===== config.mk =====
export PLATFORM = sky130hd
export DESIGN_NAME = ex_muldiv_flat
export DESIGN_NICKNAME = d
export VERILOG_FILES = /design/src/rtl/ex_muldiv_if.sv /design/src/rtl/ex_muldiv.sv /design/src/flat_wrapper.sv
export SDC_FILE = /design/constraint.sdc
export NUM_CORES = 1
export LEC_CHECK = 0
export BUFFER_PORTS_ARGS = -buffer_cell sky130_fd_sc_hd__buf_2
export CAP_MARGIN = 30
export CORE_MARGIN = 1.5
export CORE_UTILIZATION = 55
export DETAILED_ROUTE_END_ITERATION = 6
export PLACE_DENSITY = 0.84
export SETUP_SLACK_MARGIN = 0.5
export SKIP_CTS_REPAIR_TIMING = 1
export SLEW_MARGIN = 20
export SYNTH_ARGS = -nofsm -noshare
export SYNTH_HDL_FRONTEND = slang
export SYNTH_SLANG_ARGS = --single-unit

===== constraint.sdc =====
create_clock -name clk -period 13.4 [get_ports clk]
set_input_delay 0 -clock clk [delete_from_list [all_inputs] [get_ports clk]]
set_output_delay 0 -clock clk [all_outputs]
set_load 0.01 [all_outputs]

===== src/rtl/ex_muldiv_if.sv =====
// Handshake between the ID/EX pipeline register and the iterative RV32M multiply/divide unit.
// The master side presents the op and operands; the slave side stalls and returns the result.
interface ex_muldiv_if #(
  parameter int XLEN = 32
);
  logic            valid;
  logic            kill;
  logic [2:0]      op;
  logic [XLEN-1:0] opr_1;
  logic [XLEN-1:0] opr_2;
  logic            busy;
  logic            done;
  logic [XLEN-1:0] result;

  modport master (
    output valid, kill, op, opr_1, opr_2,
    input  busy, done, result
  );

  modport slave (
    input  valid, kill, op, opr_1, opr_2,
    output busy, done, result
  );
endinterface


===== src/rtl/ex_muldiv.sv =====
// Iterative RV32M multiply/divide unit: one bit per cycle on operand magnitudes,
// then sign correction. Division by zero and signed overflow finish at accept.
module ex_muldiv #(
  parameter int XLEN = 32
) (
  input  logic       clk,
  input  logic       rst,
  ex_muldiv_if.slave bus
);
  localparam int CW = $clog2(XLEN);
  localparam logic [XLEN-1:0] MIN_INT = {1'b1, {(XLEN-1){1'b0}}};

  typedef enum logic [1:0] {IDLE, CALC, DONE} state_t;

  state_t            state;
  logic [2:0]        op_q;
  logic              sign_1;
  logic              sign_2;
  logic [XLEN-1:0]   opd;
  logic [2*XLEN-1:0] acc;
  logic [CW-1:0]     count;
  logic              done_q;
  logic [XLEN-1:0]   result_q;

  // Accept-time decode of the incoming op.
  logic            signed_1, signed_2, neg_1, neg_2;
  logic [XLEN-1:0] mag_1, mag_2;
  logic            div_zero, div_ovf, special;
  logic [XLEN-1:0] special_res;

  always_comb begin
    signed_1 = (bus.op == 3'd1) || (bus.op == 3'd2) || (bus.op == 3'd4) || (bus.op == 3'd6);
    signed_2 = (bus.op == 3'd1) || (bus.op == 3'd4) || (bus.op == 3'd6);
    neg_1    = signed_1 & bus.opr_1[XLEN-1];
    neg_2    = signed_2 & bus.opr_2[XLEN-1];
    mag_1    = neg_1 ? -bus.opr_1 : bus.opr_1;
    mag_2    = neg_2 ? -bus.opr_2 : bus.opr_2;
    div_zero = bus.op[2] && (bus.opr_2 == '0);
    div_ovf  = bus.op[2] && !bus.op[0] && (bus.opr_1 == MIN_INT) && (bus.opr_2 == '1);
    special  = div_zero || div_ovf;
    if (div_zero) special_res = bus.op[1] ? bus.opr_1 : '1;
    else          special_res = bus.op[1] ? '0 : MIN_INT;
  end

  // One iteration step. Multiply keeps {product_hi, multiplier} and shifts right;
  // divide keeps {remainder, dividend/quotient} and shifts left.
  logic [2*XLEN-1:0] acc_next;
  logic [XLEN:0]     sum, shifted, diff;

  // NOTE: every variable assigned in always_comb gets a default first, so no path
  // leaves it holding its old value and no latch is inferred.
  always_comb begin
    acc_next = acc;
    sum      = {1'b0, acc[2*XLEN-1:XLEN]} + (acc[0] ? {1'b0, opd} : '0);
    shifted  = acc[2*XLEN-1:XLEN-1];
    diff     = shifted - {1'b0, opd};
    if (!op_q[2]) begin
      acc_next = {sum, acc[XLEN-1:1]};
    end else if (!diff[XLEN]) begin
      acc_next = {diff[XLEN-1:0], acc[XLEN-2:0], 1'b1};
    end else begin
      acc_next = {shifted[XLEN-1:0], acc[XLEN-2:0], 1'b0};
    end
  end

  // Sign correction of the final step's value.
  logic [2*XLEN-1:0] prod;
  logic [XLEN-1:0]   quo, rem, fixed;

  always_comb begin
    prod = (sign_1 ^ sign_2) ? -acc_next : acc_next;
    quo  = acc_next[XLEN-1:0];
    rem  = acc_next[2*XLEN-1:XLEN];
    if (!op_q[2])     fixed = (op_q[1:0] == 2'd0) ? prod[XLEN-1:0] : prod[2*XLEN-1:XLEN];
    else if (!op_q[1]) fixed = (sign_1 ^ sign_2) ? -quo : quo;
    else              fixed = sign_1 ? -rem : rem;
  end

  assign bus.busy   = (state == CALC) || ((state == IDLE) && bus.valid && !bus.kill);
  assign bus.done   = done_q;
  assign bus.result = result_q;

  // NOTE: state uses non-blocking assignments so every register samples the values
  // from before the edge; the datapath registers are reset too, so a reset leaves
  // no stale operand or partial result behind.
  always_ff @(posedge clk or posedge rst) begin
    if (rst) begin
      state    <= IDLE;
      op_q     <= '0;
      sign_1   <= 1'b0;
      sign_2   <= 1'b0;
      opd      <= '0;
      acc      <= '0;
      count    <= '0;
      done_q   <= 1'b0;
      result_q <= '0;
    end else begin
      done_q <= 1'b0;
      case (state)
        IDLE: begin
          if (bus.valid && !bus.kill) begin
            op_q   <= bus.op;
            sign_1 <= neg_1;
            sign_2 <= neg_2;
            opd    <= bus.op[2] ? mag_2 : mag_1;
            acc    <= {{XLEN{1'b0}}, (bus.op[2] ? mag_1 : mag_2)};
            count  <= '0;
            if (special) begin
              result_q <= special_res;
              done_q   <= 1'b1;
              state    <= DONE;
            end else begin
              state <= CALC;
            end
          end
        end
        CALC: begin
          if (bus.kill) begin
            state <= IDLE;
          end else begin
            acc   <= acc_next;
            count <= count + 1'b1;
            if (count == CW'(XLEN - 1)) begin
              result_q <= fixed;
              done_q   <= 1'b1;
              state    <= DONE;
            end
          end
        end
        // The instruction still sits in ID/EX here, so valid is not looked at.
        DONE:    state <= IDLE;
        default: state <= IDLE;
      endcase
    end
  end
endmodule


===== src/flat_wrapper.sv =====
// flat-port wrapper written by rule: the top's interface ports become plain ports
module ex_muldiv_flat 
#(
  parameter int XLEN = 32
)
  (clk, rst, bus_valid, bus_kill, bus_op, bus_opr_1, bus_opr_2, bus_busy, bus_done, bus_result);
  ex_muldiv_if #(.XLEN(XLEN)) bus_i ();
  input  logic clk;
  input  logic rst;
  input wire logic [$bits(bus_i.valid)-1:0] bus_valid;
  input wire logic [$bits(bus_i.kill)-1:0] bus_kill;
  input wire logic [$bits(bus_i.op)-1:0] bus_op;
  input wire logic [$bits(bus_i.opr_1)-1:0] bus_opr_1;
  input wire logic [$bits(bus_i.opr_2)-1:0] bus_opr_2;
  output wire logic [$bits(bus_i.busy)-1:0] bus_busy;
  output wire logic [$bits(bus_i.done)-1:0] bus_done;
  output wire logic [$bits(bus_i.result)-1:0] bus_result;
  assign bus_i.valid = bus_valid;
  assign bus_i.kill = bus_kill;
  assign bus_i.op = bus_op;
  assign bus_i.opr_1 = bus_opr_1;
  assign bus_i.opr_2 = bus_opr_2;
  assign bus_busy = bus_i.busy;
  assign bus_done = bus_i.done;
  assign bus_result = bus_i.result;
  ex_muldiv #(.XLEN(XLEN)) u_core (.clk(clk), .rst(rst), .bus(bus_i));
endmodule

==> impl_results.md <==
* Register area at about 0.0035 sq mm
* Worst hold path class: input port to flop
* Port-buffer cells at 104
* Status: complete, but fails checks
* Final hold vios at 1
* First-pass GRT wire length at around 100000 microns
* RSZ-0062 raised after global routing: false
* Slowest Stage Delay on Critical Path at between 500 and 600 ps
* Drc violations at 0
* CP Data Required Time at about 14000 ps
* Initial DRC Count at 2358
* Max Buffers Root-to-Sink at 2
* Peak VDD IR at roughly 110 uV
* Die H at between 150 and 200 microns
* Total power at 4520 uW
* Multi-input gate area at 0.0117 sq mm
* Sw frac at 56.6%
* Endpoints failing setup at 0
* Layout cell share with drive strength beyond 1 at approximately a tenth
* Pint at ~2000 uW
* Synthesized area at 0.0160 sq mm
* CTS Sinks at 141
* Post-synthesis async set-or-reset flop share at 100%
* Sw Pwr at 2560 uW
* Largest net degree at the start of global routing at 125
* Fmax achieved at 0.162 GHz
* Fill cells at ~2700
* GPL Wtd Cong at ~1.0
* Critical path peak fanout at 15
* Cell count after synthesis at 2205
* Power per Cell Area at 260 mW/mm^2
* Mean post-synth cell area at 7.25 sq um
* Post-synth EDFFs at 0
* Die width at 173 microns
* Crit end category: flop
* DR vias/cell at 6.87
* Cell chain of the critical path: inv_1, ha_1, fa_1, nand2b_1, a21oi_1, o211ai_2, o21ai_2, a21oi_4, xnor2_2, a21o_1, inv_1, ha_1, o21ai_0, nor3_1, and3_1, nor2b_1, nand2_1, o41ai_1, xnor2_1, a221o_1, o211ai_2
* Worst-margin pin slew at 1060 ps
* Synthesis Warnings at 0
* Count of cell types in the netlist at 86
* CTS tree: built
* MaxCap Viol Count at 0
* Register area share after synthesis at 22.1%
* Inserted Clock Buffers at 17
* Skew final at ~16 ps
* Nets at 2371
* Root Buffer: clkbuf_16
* TNS Setup at 0 ps
* WP data arrival at 6520 ps
* Top_reg_cell synth: dfrtp_1
* Comb pwr share at 70.7%
* Type of the worst setup path: flop to flop
* Final Max Slew Viols at 0
* Violated checks: negative hold slack
* Final critical-path required period at 6160 ps
* Number of detailed-route iterations in the first pass at 6
* Leakage Power at between 0.007 and 0.008 uW
* Synth Register Bits at 141
* Wire length per cell at 26.3 microns
* Via count of the first global-routing pass at ~16000
* Nature of the critical path startpoint: flop
* Clk pwr share at 12.0%
* Slew headroom at around 29%
* FP Rows at 62
* Clk slew on worst S/H paths at 70 ps
* Total nets after synthesis at approximately 2300
* Ant diodes at 0
* P&R area growth vs syn at 8.99%
* Initial antenna violation count at 6
* Placed instance count at 2587
* Htree depth at 4
* Global Route Usage Sum at 44.8%
* Final std cells w/o fill at 2624
* Via count at 18029
* Fin Hold WS at -10.7 ps
* Fin crit share at 46.0%
* Flop pwr share at 17.3%
* Initial Util at 55.8%
* Clk Latency, worst-skew pair at 450 ps
* Total gr overflow at 0
* Detailed Route WL at 68900 microns
* Routed Antenna Nets at 0
* Core Region at about 0.029 sq mm
* Highest-delay cell along the critical path: o41ai_1
* IO Count at about 110
* Die area at 0.0301 sq mm
* HPWL after detailed placement at 53100 microns
-- cells in the mapped netlist, drive strengths merged (40+ instances only) --
cell type  instances  area (sq um)
o221ai            40           350
and2              53           332
dfrtp            141          3530
nand2            312          1170
inv               67           251
nor2             190           713
o21ai            224          1130
mux2i             46           460
nor3              64           325
nand3             41           205
a31oi             51           319
ha                71           888
xnor2            107           937
a21oi            183           968
clkbuf           103           387
xor2              89           780
-- path summary, 6_finish.rpt --
path / startpoint / endpoint / slack (ps) / cells after the start
worst max-delay path: u_core.acc[31]$_DFFE_PP0P_ / u_core.bus.result[24]$_DFFE_PP0P_ / 7240 / 21
worst min-delay path: bus_opr_1[13] / u_core.bus.result[13]$_DFFE_PP0P_ / -10 / 3
worst max register to register: u_core.acc[31]$_DFFE_PP0P_ / u_core.bus.result[24]$_DFFE_PP0P_ / 7240 / 21
worst min register to register: u_core.bus.result[9]$_DFFE_PP0P_ / u_core.bus.result[9]$_DFFE_PP0P_ / 490 / 1
max in group asynchronous: rst / u_core.bus.result[12]$_DFFE_PP0P_ / 11750 / 4
min in group asynchronous: rst / u_core.opd[9]$_DFFE_PP0P_ / 260 / 3
-- metal layers --
| metal | part of all wire, % | track usage [%] | wire (microns) | up-vias |
|---|---|---|---|---|
| li1 | - | - | - | 8092 |
| met5 | 0.096 | 0 | 66 | - |
| met3 | 10 | 10.5 | 7130 | 253 |
| met2 | 43 | 67.6 | 29600 | 1077 |
| met1 | 40 | 57.7 | 27300 | 8597 |
| met4 | 7.1 | 28.5 | 4860 | 10 |
-- registers in the layout, indices dropped and copies added, names as in the netlist --
name               flops
u_core.sign_1          1
u_core.acc            64
u_core.state           2
u_core.op_q            3
u_core.count           5
u_core.bus.done        1
u_core.bus.result     32
u_core.sign_2          1
u_core.opd            32
-- power by group through the flow --
stage | Clock [uW] | Sequential [uW] | Combinational, uW
floorplan | 0 | 714 | 2170
global placement | 0 | 768 | 3040
detailed placement | 0 | 775 | 3080
CTS | 539 | 768 | 3090
global route | 556 | 794 | 3400
finish | 543 | 781 | 3200
-- through the flow --
stage	hold slack [ps]	cell area [sq um]	utilization [%]	setup WS, ps
2_1_floorplan	73.5	16000	-	8050
3_3_place_gp	220	16700	58.4	7650
3_5_place_dp	225	16700	58.4	7460
4_1_cts	-243	17400	60.6	7430
5_1_grt	9.10	17400	60.9	6940
6_report	-10.7	17400	60.9	7240
-- critical path: cells and delay by family (launching register included) --
kind	cells	cell delay (ps)
DFF	1	370
xor gates and xnor gates	2	340
and+or+nand+nor	5	1910
buffers and inverters	2	180
adders and majority gates	3	780
AOI/OAI and AO/OA	9	2470
-- cells by family after synthesis --
logic type	Yosys count	share of synthesized area [%]
AO/OA/AOI/OAI	745	30.0
buffers and inverters	201	4.89
adder cells (fa/ha/maj)	73	5.81
AND/OR/NAND/NOR	795	23.0
multiplexers	54	3.44
flip-flops	141	22.1
XOR/XNOR	196	10.7
-- final cells by class --
| type | count | area share, % |
|---|---|---|
| clock inverter | 13 | 1.03 |
| timing repair buffer | 136 | 4.55 |
| sequential | 141 | 20.3 |
| inverter | 68 | 1.49 |
| clock buffer | 19 | 2.60 |
| multi-input combinational | 1863 | 67.3 |
| tap | 384 | 2.76 |
-- placed cells by master, fill, tap and decap left out, types with 10 or more instances in the layout --
master       n
a211oi_1    24
a21o_1      25
a21oi_1    177
a22o_1      20
a31oi_1     51
and2_1      52
and3_1      19
buf_2      103
buf_4       28
clkbuf_16   17
dfrtp_1    140
ha_1        71
inv_1       66
mux2i_1     46
nand2_1    312
nand2b_1    15
nand3_1     41
nand4_1     20
nor2_1     187
nor2b_1     15
nor3_1      63
nor4_1      12
o211ai_1    31
o21ai_0    215
o221ai_1    40
o22ai_1     11
o31ai_1     25
o41ai_1     10
or3_1       15
xnor2_1    104
xor2_1      89
(Power assumes the default switching activity.)
